==> config.mk <==
export PLATFORM = sky130hd
export DESIGN_NAME = vlc_decompressor
export DESIGN_NICKNAME = d
export VERILOG_FILES = /design/src/rtl/vlc_decompressor.sv
export SDC_FILE = /design/constraint.sdc
export NUM_CORES = 1
export LEC_CHECK = 0
export CAP_MARGIN = 20
export CORE_MARGIN = 2
export CORE_UTILIZATION = 45
export DETAILED_ROUTE_END_ITERATION = 12
export GPL_ROUTABILITY_DRIVEN = 0
export GPL_TIMING_DRIVEN = 0
export MAX_ROUTING_LAYER = met4
export PLACE_DENSITY = 0.68
export SKIP_LAST_GASP = 1
export SYNTH_ARGS = -nofsm -noshare
export SYNTH_HDL_FRONTEND = slang
export SYNTH_SLANG_ARGS = --single-unit
export TNS_END_PERCENT = 10
==> constraint.sdc <==
create_clock -name CLK -period 5.8 [get_ports CLK]
set_clock_uncertainty 0.15 [all_clocks]
set_input_delay 1.16 -clock CLK [delete_from_list [all_inputs] [get_ports CLK]]
set_output_delay 1.16 -clock CLK [all_outputs]
set_load 0.03 [all_outputs]
==> src/rtl/vlc_decompressor.sv <==
// Serial variable-length code decoder: rebuilds 8-bit characters from an MSB-first
// prefix-coded bit stream and flags end-of-message markers.
module vlc_decompressor #(
  parameter int CNT_W = 16
) (
  input  logic             CLK,
  input  logic             RST_N,
  input  logic             BIT_IN,
  input  logic             BIT_VALID,
  output logic             BIT_READY,
  output logic [7:0]       OUT,
  output logic             OUT_VALID,
  input  logic             OUT_READY,
  output logic             EOM,
  output logic [CNT_W-1:0] SYM_COUNT,
  output logic [1:0]       STATE_DBG
);

  localparam logic [1:0] S_FLAG  = 2'd0;
  localparam logic [1:0] S_SHORT = 2'd1;
  localparam logic [1:0] S_LIT   = 2'd2;

  // Handshakes: a bit moves on an edge with BIT_VALID && BIT_READY; a character
  // moves on an edge with OUT_VALID && OUT_READY. A new character can only
  // complete when the output slot is free or being drained on the same edge.

  logic [1:0] state;
  logic [3:0] bit_cnt;
  logic [7:0] shreg;
  logic [7:0] shifted;
  logic       accept;
  logic       last_bit;

  function automatic logic [7:0] short_char(input logic [4:0] idx);
    logic [7:0] c;
    c = 8'h00;
    case (idx)
      5'd26:   c = 8'h20;
      5'd27:   c = 8'h2E;
      5'd28:   c = 8'h2C;
      5'd29:   c = 8'h21;
      5'd30:   c = 8'h3F;
      default: c = 8'h61 + {3'b000, idx};
    endcase
    return c;
  endfunction

  assign BIT_READY = !OUT_VALID || OUT_READY;
  assign accept    = BIT_VALID && BIT_READY;
  assign shifted   = {shreg[6:0], BIT_IN};
  assign last_bit  = (bit_cnt == 4'd1);
  assign STATE_DBG = state;

  always_ff @(posedge CLK or negedge RST_N) begin
    if (!RST_N) begin
      state     <= S_FLAG;
      bit_cnt   <= 4'd0;
      shreg     <= 8'h00;
      OUT       <= 8'h00;
      OUT_VALID <= 1'b0;
      EOM       <= 1'b0;
      SYM_COUNT <= '0;
    end else begin
      EOM <= 1'b0;
      if (OUT_VALID && OUT_READY) OUT_VALID <= 1'b0;
      if (accept) begin
        case (state)
          S_FLAG: begin
            shreg   <= 8'h00;
            bit_cnt <= BIT_IN ? 4'd8 : 4'd5;
            state   <= BIT_IN ? S_LIT : S_SHORT;
          end
          S_SHORT: begin
            shreg   <= shifted;
            bit_cnt <= bit_cnt - 4'd1;
            if (last_bit) begin
              state <= S_FLAG;
              if (shifted[4:0] == 5'd31) begin
                EOM       <= 1'b1;
                SYM_COUNT <= '0;
              end else begin
                OUT       <= short_char(shifted[4:0]);
                OUT_VALID <= 1'b1;
                SYM_COUNT <= SYM_COUNT + 1'b1;
              end
            end
          end
          S_LIT: begin
            shreg   <= shifted;
            bit_cnt <= bit_cnt - 4'd1;
            if (last_bit) begin
              state     <= S_FLAG;
              OUT       <= shifted;
              OUT_VALID <= 1'b1;
              SYM_COUNT <= SYM_COUNT + 1'b1;
            end
          end
          default: state <= S_FLAG;
        endcase
      end
    end
  end

endmodule

==> results.md, run 1 <==
- Mapped Cells: 253
- # Max-Cap Violations: 0
- CP delay by family, top: buffers and inverters
- Post-synth top area share: 43.3%
- Worst reg2reg path endpoint: SYM_COUNT[2]$_DFFE_PN0P_
- Max stage delay on crit path: between 600 and 700 ps
- Crit path from: OUT_READY
- Die X: between 70 and 80 µm
- Biggest area consumer among synthesized cells: dfrtp_1
- CP Data Arrival Time: 2750 ps
- Post-Place Cell Area: around 2700 µm²
- Pwr Total: between 0.0009 and 0.001 W
- Least-Margin Pin Slew: around 530 ps
- Layout Cells excl Fill: 361
- Post-cts hold buffer count: 0
- Static leakage: ~1.1 nW
- Worst path bufs/invs: 3
- Core ar.: approximately 4800 µm²
- First-pass GRT wire length: 8710 µm
- Via count: around 2100
- #FFs+latches synth: 39
- Startpoint Class: primary input
- Final Max Slew Viols: 0
- Final Hold Fails: 0
- R2r setup slk: approximately 3000 ps
- Clock root cell: clkbuf_8
- Total GRT Usage: a little over a fifth
- Worst skew pair latency: around 280 ps
- Die Height: 74.8 µm
- Top_reg_cell synth: dfrtp_1
- Crit path capture type: primary output
- Vias in the first global route: 1852
- Distinct cell type count after synthesis: between 40 and 50
- Critical path required time: about 4500 ps
- Mean area per synthesized cell: between 8 and 9 µm²
- Outcome: finished clean
- CP Max Fanout: 8
- Fin area: about 2800 µm²
- I/O pin total: 34
- Period minus WS final: 4060 ps
- Post-synth EDFFs: 0
- DRC Markers: 0
- VDD IR max: ~0.00021 V
- Final setup viols: 0
- R2r worst-path depth: 8
- ANT nets after route: 0
- Final wirelength: 5250 µm
- Area grow syn2layout: 22.9%
- # port buffers: 33
- Final Net Count: between 300 and 400
- Slew headroom: a little under two thirds
- Largest cells by area after synthesis: dfrtp_1 43%, ha_1 6.7%, nand2_1 6.2%, o31ai_1 5.3%, o21ai_0 4.2%
- Critical path's slowest cell: clkdlybuf4s50_1
- Reg2reg start: shreg[1]$_DFFE_PN0P_
- Routed len/inst: 14.5 µm
- Worst Hold Path EP: OUT[2]$_DFFE_PN0P_
- TritonCTS clock tree: yes
- N_diodes: 0
- Hold path cells: 2
- Clock Path Buffers: 2
- # placed instances: 354
- Mapped cell area: between 2000 and 2500 µm²
- Largest net degree at the start of global routing: 30
- Initial Utilization: between 40% and 50%
- Die area: roughly 5600 µm²
- Drt pass-1 iters: 4
- Row count: 25
- Setup TNS: 0 ps
- H-tree depth: 2
- Grt ovf: 0
- Vias/cell: 5.70
- CTS Sinks: 39
- Hold Crit Class: reg2reg
- PwrDens: about 350 nW/µm²
- Clk pin slew, worst setup/hold paths: approximately 70 ps
- Most used cell along the critical path: clkdlybuf4s50_1
- Share of cells above drive strength 1: 5.44%
- Num CTS Buffers: 5
- Synth Net Count: 270
- Post-CTS setup buffers: 0
- Max Fclk: 0.247 GHz
- Ys async rst share: between 90% and 100%
- Crit path cell chain: clkdlybuf4s50_1, nor2b_1, clkinv_1, clkdlybuf4s50_1
- Initial antenna violation count: 0
- Sequential area share after synthesis: a little over two fifths
- Hpwl dp: between 3000 and 4000 µm
- FILL cells: 450
- Synth warn: 0
- 1st-iter DRT viols: a little under 200
- Fin crit share: approximately 70%
- RSZ-0062 raised after global routing: false
- Critical hold path startpoint: OUT[2]$_DFFE_PN0P_
- Crit Path Category: in2out
- Post-CTS sizing: 0
-- registers in the layout (all words and copies together) (netlist names) --
register   count
SYM_COUNT     16
OUT            8
shreg          7
bit_cnt        4
STATE_DBG      2
EOM            1
OUT_VALID      1
-- power by group --
part           switching, W  internal, W
clock             0.0000904    0.0000933
sequential        0.0000527     0.000326
combinational      0.000251     0.000163
total              0.000394     0.000583
-- kinds of logic after synthesis --
| family | count (synthesis) | synth area share (%) |
|---|---|---|
| AOI/OAI and AO/OA | 69 | 19.4 |
| and+or+nand+nor | 102 | 24.2 |
| adders and majority gates | 12 | 6.66 |
| buffers and inverters | 27 | 4.88 |
| xor gates and xnor gates | 3 | 1.17 |
| muxes | 1 | 0.444 |
| DFF | 39 | 43.3 |
-- synth_stat cells (5+ instances only) --
master	n
inv_1	13
nand3_1	10
o21ai_0	19
dfrtp_1	39
clkbuf_1	10
nand2_1	37
a21oi_1	16
or4_1	11
nand4_1	5
o211ai_1	5
nor3_1	6
ha_1	12
nor2_1	9
o31ai_1	16
-- worst reg2reg max path: cells and delay by family, from the launching register on --
family	cells	cell delay, ps
AND/OR/NAND/NOR	4	890
flip-flops	1	320
buffers and inverters	3	1110
adder cells (fa/ha/maj)	1	190
-- cell usage in the layout (no fill, tap or decap), drive strengths merged, types with 2 or more instances in the layout --
cell type / count
nor4b: 3
nand3: 10
a21o: 2
clkdlybuf4s50: 32
a221oi: 2
a21oi: 16
o21ai: 19
o31ai: 16
clkinv: 2
dfrtp: 39
inv: 13
and4: 2
nor3: 6
buf: 5
nand4: 5
ha: 12
nor4: 2
or4: 11
a211oi: 4
or2: 4
o211ai: 5
nand2b: 2
nor2: 9
nand2: 37
clkbuf: 16
xnor2: 2
nor2b: 3
-- how the worst max path moves through the flow --
stage / cells after the start / slack (ps) / to
finish: 4 / 1740 / BIT_READY
CTS: 4 / 1750 / BIT_READY
global route: 4 / 1630 / BIT_READY
global placement: 8 / 1730 / SYM_COUNT[3]$_DFFE_PN0P_
detailed placement: 8 / 1730 / SYM_COUNT[3]$_DFFE_PN0P_
floorplan: 2 / 2800 / BIT_READY
-- through the flow --
step | util [%] | hold WS, ps | setup slack [ps]
2_1_floorplan | - | 300 | 2800
3_3_place_gp | 55.8 | 310 | 1730
3_5_place_dp | 56.1 | 316 | 1730
4_1_cts | 57.9 | 334 | 1750
5_1_grt | 57.9 | 348 | 1630
6_report | 57.9 | 324 | 1740
-- layer usage --
layer	vias to the layer above	routed length [µm]	track usage (%)
li1	1007	-	-
met1	1000	2580	28.9
met2	47	2440	31.8
met3	2	207	4.42
met4	0	25	4.37
met5	-	0	-
-- cell type report --
class                   count  area [µm²]  area share [%]
repair buffers             34         345            12.5
clock buffers               6        82.6            2.98
well taps                  67        83.8            3.02
multi-input cells         187        1170            42.2
inverters                  14        52.6            1.90
plain buffers              13        57.6            2.08
clock inverters             1        5.00           0.181
flip-flops and latches     39         976            35.2
Power figures use the tool's default switching activity.
==> run 2, diff against run 1 <==
==> constraint.sdc (replaced) <==
create_clock -name CLK -period 4.25 [get_ports CLK]
set_clock_uncertainty 0.15 [all_clocks]
set_input_delay 0.85 -clock CLK [delete_from_list [all_inputs] [get_ports CLK]]
set_output_delay 0.85 -clock CLK [all_outputs]
set_load 0.03 [all_outputs]
==> results of run 2 <==
The final DEF is identical to that of run 1. Status: finished clean.
Main changes from that run: setup slack after placement 1730 ps -> 486 ps; setup slack after layout 1740 ps -> 801 ps; hold slack 324 ps -> 282 ps; start point of the critical path OUT_READY -> BIT_IN; end point of the critical path BIT_READY -> SYM_COUNT[2]$_DFFE_PN0P_; register-to-register setup slack 3000 ps -> 1450 ps; total power 0.000977 W -> 0.00133 W; worst IR drop on VDD 0.000207 V -> 0.000283 V
==> run 3, diff against run 2 <==
==> constraint.sdc (replaced) <==
create_clock -name CLK -period 3.5 [get_ports CLK]
set_clock_uncertainty 0.15 [all_clocks]
set_input_delay 0.7 -clock CLK [delete_from_list [all_inputs] [get_ports CLK]]
set_output_delay 0.7 -clock CLK [all_outputs]
set_load 0.03 [all_outputs]
==> results.md, run 3 (same netlist as run 1, synthesis figures left out) <==
- Least-Margin Pin Slew: 530 ps (-4.37 ps)
- # Max-Cap Violations: 0 (unchanged)
- Commonest non-fill, non-tap cell in the layout: dfrtp_1
- Crit path capture type: flop
- Routed len/inst: 14.6 µm (about the same)
- R2r worst-path depth: 9 (+1)
- Clock Path Buffers: 2 (unchanged)
- Startpoint Class: primary input
- Period minus WS final: roughly 3200 ps
- CTS Sinks: 39 (unchanged)
- Clock root cell: clkbuf_8
- Die X: 74.8 µm (unchanged)
- Final Hold Fails: 0 (unchanged)
- Grt ovf: 0 (unchanged)
- Area grow syn2layout: 23.1%
- CP Max Fanout: 10
- Setup ws final: about 330 ps
- Via count: 2061 (+0.24%)
- Grt met3 use: 4.42% (unchanged)
- Most frequent cells in the layout: 39 x dfrtp_1, 37 x nand2_1, 32 x clkdlybuf4s50_1
- TritonCTS clock tree: yes
- Slew headroom: 64.2% (+0.30 points)
- FILL cells: 450 (unchanged)
- H-tree depth: 2 (unchanged)
- Hpwl dp: 3880 µm (unchanged)
- PwrDens: ~580 nW/µm²
- Critical path required time: roughly 3500 ps
- Vias/cell: 5.71 (+0.24%)
- VDD IR max: roughly 0.00034 V
- Core ar.: 4790 µm² (unchanged)
- N_diodes: 0 (unchanged)
- Drt pass-1 iters: 4 (unchanged)
- Initial antenna violation count: 0 (unchanged)
- Post-CTS setup buffers: 0 (unchanged)
- Final setup viols: 0 (unchanged)
- 1st-iter DRT viols: 210 (+6.6%)
- Static leakage: 1.11 nW (about the same)
- Met1 usage: 28.9% (unchanged)
- Crit Path Category: in2reg
- Final Max Slew Viols: 0 (unchanged)
- CP Data Arrival Time: between 3000 and 4000 ps
- Reg2reg start: shreg[1]$_DFFE_PN0P_
- Dpl ws: -114 ps
- RSZ-0062 raised after global routing: false
- Num CTS Buffers: 5 (unchanged)
- # port buffers: 33 (unchanged)
- R2r setup slk: around 800 ps
- Largest regs: SYM_COUNT: 16 flops, OUT: 8 flops, shreg: 7 flops
- Clk pin slew, worst setup/hold paths: 70 ps (about the same)
- Fin crit share: between 90 and 100%
- Row count: 25 (unchanged)
- Max reg flops: 16 (unchanged)
- Final wirelength: 5260 µm (about the same)
- Setup TNS: 0 ps (unchanged)
- M2 GR Usage: 31.8% (unchanged)
- First-pass GRT wire length: 8710 µm (unchanged)
- Initial Utilization: 47.1% (unchanged)
- I/O pin total: 34 (unchanged)
- Hold Crit Class: in2async
- Top reg by flops: SYM_COUNT
- Worst skew pair latency: 290 ps (about the same)
- Pwr Total: between 0.0015 and 0.002 W
- Vias in the first global route: 1852 (unchanged)
- DRC Markers: 0 (unchanged)
- Final Net Count: 311 (unchanged)
- Max Fclk: around 0.32 GHz
- Gr busiest metal: met2
- Largest net degree at the start of global routing: 30 (unchanged)
- Share of cells above drive strength 1: 5.78% (+0.34 points)
- Outcome: finished clean
- ANT nets after route: 0 (unchanged)
- Worst reg2reg path endpoint: OUT[4]$_DFFE_PN0P_
- Die Height: 74.8 µm (unchanged)
- Die area: 5590 µm² (unchanged)
- Total GRT Usage: 20.8% (unchanged)
- Crit path from: BIT_IN
## run 3: cell count changes in the layout (fill, tap and decap cells not counted)
cell and delta:
nor3_2 +1, nor3_1 -1
## run 3: power breakdown
part,switching [W],internal [W],total [W],leakage (nW)
clock,0.000151,0.000155,0.000306,0.0470
sequential,0.0000875,0.000541,0.000628,0.524
combinational,0.000418,0.000270,0.000688,0.536
## run 3: worst max-delay path, cell delays in order
cell and delay, ps:
clkdlybuf4s50_1 720, ha_1 360, and3_1 190, ha_1 200
nand2_1 110, nand4_1 200, clkbuf_1 380, mux2i_1 240
a31oi_1 60
## run 3: what timing repair did
item / 4_1_cts / 5_1_grt
hold buffers: 0 / 0
resized for setup: 0 / 1
endpoints found under the setup margin: 0 / 1
## run 3: final cells by class
| type | count | area, µm² | share of cell area, % |
|---|---|---|---|
| inverters | 14 | 52.6 | 1.89 |
| repair buffers | 34 | 345 | 12.4 |
| clock buffers | 6 | 82.6 | 2.97 |
| well taps | 67 | 83.8 | 3.02 |
| clock inverters | 1 | 5.00 | 0.180 |
| flip-flops and latches | 39 | 976 | 35.2 |
| plain buffers | 13 | 57.6 | 2.07 |
| multi-input cells | 187 | 1170 | 42.3 |
## run 3: metal layers
layer,up-vias,wire length [µm]
met2,48,2440
met3,2,222
met5,-,0
li1,1006,-
met1,1005,2570
met4,0,25
## run 3: worst max path at each step
stage                                      to  cells past startpoint  slack, ps
floorplan           SYM_COUNT[14]$_DFFE_PN0P_                      7       1130
CTS                  SYM_COUNT[3]$_DFFE_PN0P_                      8        180
detailed placement   SYM_COUNT[3]$_DFFE_PN0P_                      8       -110
global route               OUT[4]$_DFFE_PN0P_                      9        170
global placement     SYM_COUNT[3]$_DFFE_PN0P_                      8       -110
finish                     OUT[4]$_DFFE_PN0P_                      9        330
## run 3: stage by stage
| stage | std cells | util, % | instance area, µm² | hold slack [ps] |
|---|---|---|---|---|
| floorplan | 253 | - | 2250 | 254 |
| global placement | 353 | 55.8 | 2670 | 310 |
| detailed placement | 354 | 56.1 | 2680 | 316 |
| CTS | 361 | 57.9 | 2770 | 135 |
| global route | 361 | 58.0 | 2780 | 153 |
| finish | 361 | 58.0 | 2780 | 130 |
